--- src/rtl/seg_scan_reader_if.sv ---
// Display-bus bundle for seg_scan_reader: scanned anode/segment lines plus the reconstructed frame.
// Defining SEG_SCAN_DP_EN adds the decimal-point line and its per-digit result.
interface seg_scan_reader_if #(
  parameter int DIGITS = 4
);
  localparam int IDX_W = (DIGITS > 1) ? $clog2(DIGITS) : 1;

  logic [DIGITS-1:0]   an;
  logic [6:0]          seg;
  logic [4*DIGITS-1:0] value;
  logic                frame_valid;
  logic                pat_err;
  logic                an_err;
  logic [IDX_W-1:0]    err_idx;
`ifdef SEG_SCAN_DP_EN
  logic                dp;
  logic [DIGITS-1:0]   value_dp;

  modport master (output an, seg, dp, input value, value_dp, frame_valid, pat_err, an_err, err_idx);
  modport slave  (input an, seg, dp, output value, value_dp, frame_valid, pat_err, an_err, err_idx);
`else
  modport master (output an, seg, input value, frame_valid, pat_err, an_err, err_idx);
  modport slave  (input an, seg, output value, frame_valid, pat_err, an_err, err_idx);
`endif
endinterface

--- src/rtl/seg_scan_reader.sv ---
// Reconstructs the hex frame shown on a multiplexed active-low seven-segment bus.
// Optional decimal-point capture is enabled by defining SEG_SCAN_DP_EN.
module seg_scan_reader #(
  parameter int DIGITS        = 4,
  parameter int STABLE_CYCLES = 4
) (
  input logic              clk,
  input logic              rst,
  seg_scan_reader_if.slave bus
);
  localparam int IDX_W = (DIGITS > 1) ? $clog2(DIGITS) : 1;
  localparam int CNT_W = $clog2(STABLE_CYCLES + 1);
`ifdef SEG_SCAN_DP_EN
  localparam int SW = DIGITS + 8;
`else
  localparam int SW = DIGITS + 7;
`endif

  logic [SW-1:0]       w_in, r_smp;
  logic [CNT_W-1:0]    r_cnt, w_cnt_next;
  logic                r_cap, w_cap_next;
  logic                w_match, w_cap;
  logic [DIGITS-1:0]   w_an, w_low;
  logic [6:0]          w_seg;
  logic [4:0]          w_dec;
  logic                w_one, w_multi;
  logic [IDX_W-1:0]    w_idx;
  logic                w_dp_lit;

  logic [4*DIGITS-1:0] r_shadow, w_shadow_next, r_value, w_value_next;
  logic [DIGITS-1:0]   r_shadow_dp, w_shadow_dp_next, r_value_dp, w_value_dp_next;
  logic [DIGITS-1:0]   r_seen, w_seen_next;
  logic                r_fv, r_pe, r_ae, w_fv_next, w_pe_next, w_ae_next;
  logic [IDX_W-1:0]    r_err_idx, w_err_idx_next;

  function automatic logic [4:0] f_decode(input logic [6:0] s);
    case (s)
      7'b0000001: f_decode = 5'h10;
      7'b1001111: f_decode = 5'h11;
      7'b0010010: f_decode = 5'h12;
      7'b0000110: f_decode = 5'h13;
      7'b1001100: f_decode = 5'h14;
      7'b0100100: f_decode = 5'h15;
      7'b0100000: f_decode = 5'h16;
      7'b0001111: f_decode = 5'h17;
      7'b0000000: f_decode = 5'h18;
      7'b0001100: f_decode = 5'h19;
      7'b0001000: f_decode = 5'h1A;
      7'b1100000: f_decode = 5'h1B;
      7'b0110001: f_decode = 5'h1C;
      7'b1000010: f_decode = 5'h1D;
      7'b0110000: f_decode = 5'h1E;
      7'b0111000: f_decode = 5'h1F;
      default:    f_decode = 5'h00;
    endcase
  endfunction

`ifdef SEG_SCAN_DP_EN
  assign w_in     = {bus.an, bus.seg, bus.dp};
  assign w_dp_lit = ~r_smp[0];
`else
  assign w_in     = {bus.an, bus.seg};
  assign w_dp_lit = 1'b0;
`endif

  assign w_an    = r_smp[SW-1 -: DIGITS];
  assign w_seg   = r_smp[SW-DIGITS-1 -: 7];
  assign w_low   = ~w_an;
  assign w_match = (w_in == r_smp);
  assign w_dec   = f_decode(w_seg);
  assign w_one   = (w_low != '0) && ((w_low & (w_low - 1'b1)) == '0);
  assign w_multi = (w_low != '0) && !w_one;
  // Fires on the edge that completes STABLE_CYCLES identical samples, once per dwell.
  assign w_cap   = w_match && !r_cap && (r_cnt == CNT_W'(STABLE_CYCLES - 2));

  always_comb begin
    w_idx = '0;
    for (int i = 0; i < DIGITS; i++)
      if (w_low[i]) w_idx = w_idx | IDX_W'(i);
  end

  always_comb begin
    w_cnt_next       = r_cnt;
    w_cap_next       = r_cap;
    w_shadow_next    = r_shadow;
    w_shadow_dp_next = r_shadow_dp;
    w_seen_next      = r_seen;
    w_value_next     = r_value;
    w_value_dp_next  = r_value_dp;
    w_fv_next        = 1'b0;
    w_pe_next        = 1'b0;
    w_ae_next        = 1'b0;
    w_err_idx_next   = r_err_idx;

    if (!w_match) begin
      w_cnt_next = '0;
      w_cap_next = 1'b0;
    end else begin
      if (r_cnt != CNT_W'(STABLE_CYCLES)) w_cnt_next = r_cnt + 1'b1;
      if (w_cap) w_cap_next = 1'b1;
    end

    // Publish first so a capture on the same edge lands in the fresh mask.
    if (r_seen == '1) begin
      w_value_next    = r_shadow;
      w_value_dp_next = r_shadow_dp;
      w_fv_next       = 1'b1;
      w_seen_next     = '0;
    end

    if (w_cap) begin
      if (w_one) begin
        if (w_dec[4]) begin
          for (int i = 0; i < DIGITS; i++) begin
            if (w_low[i]) begin
              w_shadow_next[4*i +: 4] = w_dec[3:0];
              w_shadow_dp_next[i]     = w_dp_lit;
              w_seen_next[i]          = 1'b1;
            end
          end
        end else begin
          w_pe_next      = 1'b1;
          w_err_idx_next = w_idx;
        end
      end else if (w_multi) begin
        w_ae_next = 1'b1;
      end
    end
  end

  always_ff @(posedge clk or posedge rst) begin
    if (rst) begin
      r_smp       <= '1;
      r_cnt       <= '0;
      r_cap       <= 1'b0;
      r_shadow    <= '0;
      r_shadow_dp <= '0;
      r_seen      <= '0;
      r_value     <= '0;
      r_value_dp  <= '0;
      r_fv        <= 1'b0;
      r_pe        <= 1'b0;
      r_ae        <= 1'b0;
      r_err_idx   <= '0;
    end else begin
      r_smp       <= w_in;
      r_cnt       <= w_cnt_next;
      r_cap       <= w_cap_next;
      r_shadow    <= w_shadow_next;
      r_shadow_dp <= w_shadow_dp_next;
      r_seen      <= w_seen_next;
      r_value     <= w_value_next;
      r_value_dp  <= w_value_dp_next;
      r_fv        <= w_fv_next;
      r_pe        <= w_pe_next;
      r_ae        <= w_ae_next;
      r_err_idx   <= w_err_idx_next;
    end
  end

  assign bus.value       = r_value;
  assign bus.frame_valid = r_fv;
  assign bus.pat_err     = r_pe;
  assign bus.an_err      = r_ae;
  assign bus.err_idx     = r_err_idx;
`ifdef SEG_SCAN_DP_EN
  assign bus.value_dp    = r_value_dp;
`endif

endmodule

--- src/flat_wrapper.sv ---
// flat-port wrapper written by rule: the top's interface ports become plain ports
module seg_scan_reader_flat 
#(
  parameter int DIGITS        = 4,
  parameter int STABLE_CYCLES = 4
)
  (clk, rst, bus_an, bus_seg, bus_value, bus_frame_valid, bus_pat_err, bus_an_err, bus_err_idx);
  seg_scan_reader_if #(.DIGITS(DIGITS)) bus_i ();
  input logic clk;
  input logic rst;
  input wire logic [$bits(bus_i.an)-1:0] bus_an;
  input wire logic [$bits(bus_i.seg)-1:0] bus_seg;
  output wire logic [$bits(bus_i.value)-1:0] bus_value;
  output wire logic [$bits(bus_i.frame_valid)-1:0] bus_frame_valid;
  output wire logic [$bits(bus_i.pat_err)-1:0] bus_pat_err;
  output wire logic [$bits(bus_i.an_err)-1:0] bus_an_err;
  output wire logic [$bits(bus_i.err_idx)-1:0] bus_err_idx;
  assign bus_i.an = bus_an;
  assign bus_i.seg = bus_seg;
  assign bus_value = bus_i.value;
  assign bus_frame_valid = bus_i.frame_valid;
  assign bus_pat_err = bus_i.pat_err;
  assign bus_an_err = bus_i.an_err;
  assign bus_err_idx = bus_i.err_idx;
  seg_scan_reader #(.DIGITS(DIGITS), .STABLE_CYCLES(STABLE_CYCLES)) u_core (.clk(clk), .rst(rst), .bus(bus_i));
endmodule
--- config.mk ---
export PLATFORM = sky130hd
export DESIGN_NAME = seg_scan_reader_flat
export DESIGN_NICKNAME = d
export VERILOG_FILES = /design/src/rtl/seg_scan_reader_if.sv /design/src/rtl/seg_scan_reader.sv /design/src/flat_wrapper.sv
export SDC_FILE = /design/constraint.sdc
export NUM_CORES = 1
export LEC_CHECK = 0
export BUFFER_PORTS_ARGS = -buffer_cell sky130_fd_sc_hd__clkbuf_2
export CORE_MARGIN = 1.5
export CORE_UTILIZATION = 55
export DETAILED_ROUTE_END_ITERATION = 8
export GPL_TIMING_DRIVEN = 0
export PLACE_DENSITY = 0.76
export SETUP_SLACK_MARGIN = 0.3
export SYNTH_ARGS = -nofsm -noshare
export SYNTH_HDL_FRONTEND = slang
export SYNTH_SLANG_ARGS = --single-unit
--- constraint.sdc ---
create_clock -name clk -period 3.56 [get_ports clk]
set_input_delay 0.534 -clock clk [delete_from_list [all_inputs] [get_ports clk]]
set_output_delay 0.534 -clock clk [all_outputs]
set_load 0.01 [all_outputs]
---- Word level (Yosys, flattened, before mapping) ----
Index checks and enable logic that the tools add are counted.
word-level totals
  bits in registers ....................... 56
  input bits .............................. 13
  output and inout port bits .............. 21
  logic and storage cells ................. 76
cells by class
  add/subtract/negate cells ............... 2
  eq/ne operators ......................... 21
  multiplexer cells ....................... 23
  bitwise operators ....................... 3
  reductions and logical operators ........ 14
operator list
  kind                                                                 count
  5-bit one-hot mux with 16 select lines                               1
  7-bit by 6-bit == test with 1-bit output (second input constant)     5
  7-bit == test (second input constant)                                4
  7-bit by 4-bit == test with 1-bit output (second input constant)     3
  4-bit 2-to-1 mux                                                     4
  4-bit AND reduction                                                  4
  1-bit 2-to-1 mux                                                     14
  11-bit == test                                                       1
  7-bit by 1-bit == test with 1-bit output (second input constant)     1
  7-bit by 3-bit == test with 1-bit output (second input constant)     1
  7-bit by 5-bit == test with 1-bit output (second input constant)     1
  7-bit logical NOT                                                    1
  3-bit 2-to-1 mux                                                     2
  4-bit AND                                                            1
  4-bit == test (second input constant)                                1
  1-bit logical AND                                                    4
  4-bit logical NOT                                                    1
  2-bit 2-to-1 mux                                                     2
  2-bit != test (second input constant)                                2
  4-bit inverter                                                       1
  4-bit nonzero test                                                   1
  4-bit by 1-bit subtractor with 4-bit output (second input constant)  1
  3-bit by 1-bit adder with 3-bit output (second input constant)       1
  3-bit by 2-bit == test with 1-bit output (second input constant)     1
  4 further kinds                                                      5

---- Logic depth before layout (Yosys ltp) ----
  depth after elaboration ................. 10
  gate-level depth with buffers ........... 8
  depth with buffers taken out ............ 7

---- Worst setup path after synthesis ----
No wires, ideal clock.
  path type ............................... flip-flop to flip-flop
  start ................................... reg u_core.r_smp[0]
  end ..................................... reg u_core.r_err_idx[0], in the netlist u_core.bus.err_idx[0]
  setup time .............................. 0.125 ns
  arrival ................................. 2.427 ns
  data required time ...................... 3.435 ns
  slack ................................... 1.008 ns
  stages on the path, launching flop included .. 8
  path buffers ............................ 1
  clock period less this slack ............ 2.552 ns
  path through ............................ dfstp_2 buf_2 nand2_1 nor4bb_1 a311o_1 or4b_4 or3_4 mux2_4
between the ends
  longest elaborated chain between the ends .. 4
  elaborated cells on any way between the ends .. 22
  classes of those cells .................. eq/ne (16); mux (1); bitwise (1); reduce/logical (4)
RTL lines
  item                                                                                line                                          text
  start, declared                                                                     seg_scan_reader.sv:19                         logic [SW-1:0] w_in, r_smp;
  start signal, assigned                                                              seg_scan_reader.sv:146                        r_smp <= w_in;
  7-bit by 6-bit == test with 1-bit output (tied with other cells)                    seg_scan_reader.sv:37                         case (s)
  5-bit one-hot mux with 16 select lines / 1-bit logical AND (equally long branches)  seg_scan_reader.sv:37, seg_scan_reader.sv:74
  1-bit inverter (no source line) / 1-bit logical AND (equally long branches)         n/a
  3-bit AND reduction (no source line) *                                              n/a
  end signal, assigned                                                                seg_scan_reader.sv:157                        r_err_idx <= w_err_idx_next;
  end, declared                                                                       seg_scan_reader.sv:34                         logic [IDX_W-1:0] r_err_idx, w_err_idx_next;
Every way passes the cells marked *; elsewhere a longest branch is shown, timed or not.
A chain may end at the register's enable or synchronous reset.

---- Final worst setup path ----
  start ................................... reg u_core.r_smp[0]
  end ..................................... reg u_core.r_err_idx[1], in the netlist u_core.bus.err_idx[1]
The elaborated chain is that of the path after synthesis.

==> impl_metrics.ini <==
[grt]
antenna_found_initial = 0
met1_usage_pct = 30.1
overflow = 0
grtUsageTotal_pct = 21.9
gr-usage-met2_pct = 34.9
grt_max_degree = 42
grt_pass1_vias = 1917
met3_usage_pct = 4.17
grt_busiest_layer = met2
grt_pass1_wl_um = 8750

[critical_path]
worstSetupEndpointType = flip-flop
critPathMaxStageDelay_ps = 550
critical_path_arrival_ps = 3010
crit_buf_inv = 1
cp_cell_sequence = buf_2 > nand2_1 > nor4bb_1 > a311o_1 > or4b_4 > or3_4 > mux2_4
crit_path_start_kind = flip-flop
worstSetupPathType = flip-flop to flip-flop
crit_family = simple AND/OR/NAND/NOR gates
cp-startpoint = u_core.r_smp[0]
worst-endpoint-required_ps = 3750
timing.rr.start = u_core.r_smp[0]
reg2reg_slack_ps = 750
ff2ff_path_depth = 7
cp_num_cells = 7
slowest_stage = or4b_4
cp_max_fo = 10
r2r-end = u_core.bus.err_idx[1]

[clock_network]
htree_levels = 2
cts_buffers = 5
path_clk_slew_ps = 90
postCtsResizedCells = 0
hold_buffers = 0
post-cts-setup-buffers = 0
clockBufferDepth = 2
cts_root_buf = clkbuf_8
tritoncts = built
cts_sinks = 56
clock_latency_ps = 310

[pwr]
p_leak_nw = 1.55
total_power_mw = 1.08
peakVddDrop_mv = 0.254
powerDensity_mw_per_mm2 = 362

[run]
drv_cap = 0

[floorplan]
dieArea_mm2 = 0.00520
io_pins = 34
initial_core_util_pct = 58.7
die_y_um = 72.1
fp.dieW_um = 72.1
coreArea_mm2 = 0.00447
num_rows = 24

[timing]
grt_setup_unrepaired = false
max-slew-margin-rel_pct = 42.1
finalSetupTns_ps = 0
finalSetupViolations = 0
fin_crit_ps = 2810
worstMarginPinSlew_ps = 857
finalMaxSlewViolations = 0
clock.fmax_mhz = 355
hold_viol_final = 0
period_share_pct = 79.1
timing.hold.ws_ps = 181
worst_slack_ps = 745
fin_worst_skew_ps = 8.97

[place]
portBuffers = 33
gp_congestion = 0.845
post_dp_cell_area_mm2 = 0.00288
dp_slack_ps = 775
post-dp-hpwl_um = 3540
dp.cells = 333

[final_layout]
layout-drive-gt1-share_pct = 29.4
stdcell_area_mm2 = 0.00297
final_core_util_pct = 66.3
area_growth_pct = 12.9
final_cells = 341
n_antenna_cell = 0
layout.nets = 304

[routing]
via_count = 1840
drt_first_pass_iters = 4
via_per_inst = 5.40
drtAntennaViolNets = 0
drc_errors = 0
wirelength_um = 4900
initialDrtViolationCount = 129
avgRoutedWirePerCell_um = 14.4

[synth]
synth-seq-area-share_pct = 53.9
synth_ff_type = dfrtp_1
ys_types = 53
ys_ff_latch = 56
async_flop_share_pct = 100
synth_edf_count = 0
syn_nets = 263
syn_inst = 247
yosys_warnings = 0
synthesis.area_mm2 = 0.00263
avgSynthCellArea_um2 = 10.6

[run_status]
status = completed

[min_path]
min_path_type = primary input to async pin
-- worst register-to-register path: stages, from the launching register on --
cell and delay (ps):
dfstp_2 540, buf_2 210, nand2_1 120, nor4bb_1 170
a311o_1 360, or4b_4 550, or3_4 440, mux2_4 310
-- cells in the mapped netlist (all sizes together) (3+ instances only) --
library cell,number,area share [%]
nand2,59,8.4
dfrtp,45,43
mux2,18,8.0
xor2,13,4.3
dfstp,11,11
buf,8,1.7
clkbuf,8,1.1
nor2,7,1.0
inv,6,0.86
and3,5,1.2
nor4,5,1.2
a21o,4,1.1
nand2b,4,0.95
o21ai,4,0.76
and2,3,0.81
ha,3,1.4
nand3b,3,0.86
or3,3,0.90
-- how the worst max path moves through the flow --
stage                                  endpoint
after floorplan           u_core.bus.err_idx[0]
after global routing        u_core.r_shadow[13]
after detailed placement  u_core.bus.err_idx[1]
after global placement    u_core.bus.err_idx[0]
final                     u_core.bus.err_idx[1]
after CTS                 u_core.bus.err_idx[1]
-- layout make-up --
cell class,count,area [um2]
tap,52,65.1
clock buffer,6,72.6
inverter,7,26.3
buffer,16,75.1
clock inverter,2,16.3
timing repair buffer,34,185
sequential,56,1420
multi-input combinational,168,1110
fill,386,1510
-- layer usage --
| metal | up-vias | wire length (um) |
|---|---|---|
| li1 | 920 | - |
| met1 | 882 | 2300 |
| met2 | 33 | 2390 |
| met3 | 5 | 159 |
| met4 | 0 | 54 |
| met5 | - | 0 |
-- cells in the final DEF (no fill, tap or decap), types with 2 or more instances in the layout --
cell type	count
a21boi_0	2
a21o_1	4
a221oi_1	2
a31oi_1	2
and2_1	2
and3_1	5
buf_2	6
clkbuf_1	9
clkbuf_2	33
clkbuf_8	5
dfrtp_1	45
dfstp_2	11
ha_1	3
inv_1	5
mux2_2	16
mux2_4	2
nand2_1	59
nand2b_1	4
nand3_1	2
nand3b_1	3
nand4_1	2
nor2_1	7
nor2b_1	2
nor3_1	2
nor4_1	5
o21ai_0	4
o22ai_1	2
or3_1	2
xor2_1	13
-- cell families (layout without fill, tap and decap cells) --
| group | after synthesis | after routing | synth area share [%] |
|---|---|---|---|
| xor gates and xnor gates | 14 | 14 | 4.67 |
| AOI/OAI and AO/OA | 28 | 28 | 8.05 |
| muxes | 18 | 18 | 8.00 |
| DFF | 56 | 56 | 53.9 |
| and+or+nand+nor | 105 | 105 | 20.1 |
| buffers and inverters | 23 | 65 | 3.86 |
| adders and majority gates | 3 | 3 | 1.43 |
-- state kept, by name, summed over array words and instances, names as in the netlist --
register,count
u_core.bus.value,16
u_core.r_shadow,16
u_core.r_smp,11
u_core.r_seen,4
u_core.r_cnt,3
u_core.bus.err_idx,2
u_core.bus.an_err,1
u_core.bus.frame_valid,1
u_core.bus.pat_err,1
u_core.r_cap,1
-- power breakdown --
part           internal (mW)  switching [mW]  leakage [nW]
clock network          0.140           0.199        0.0414
registers              0.647         0.00524         0.745
logic                 0.0316          0.0522         0.762
(Power assumes the default switching activity.)
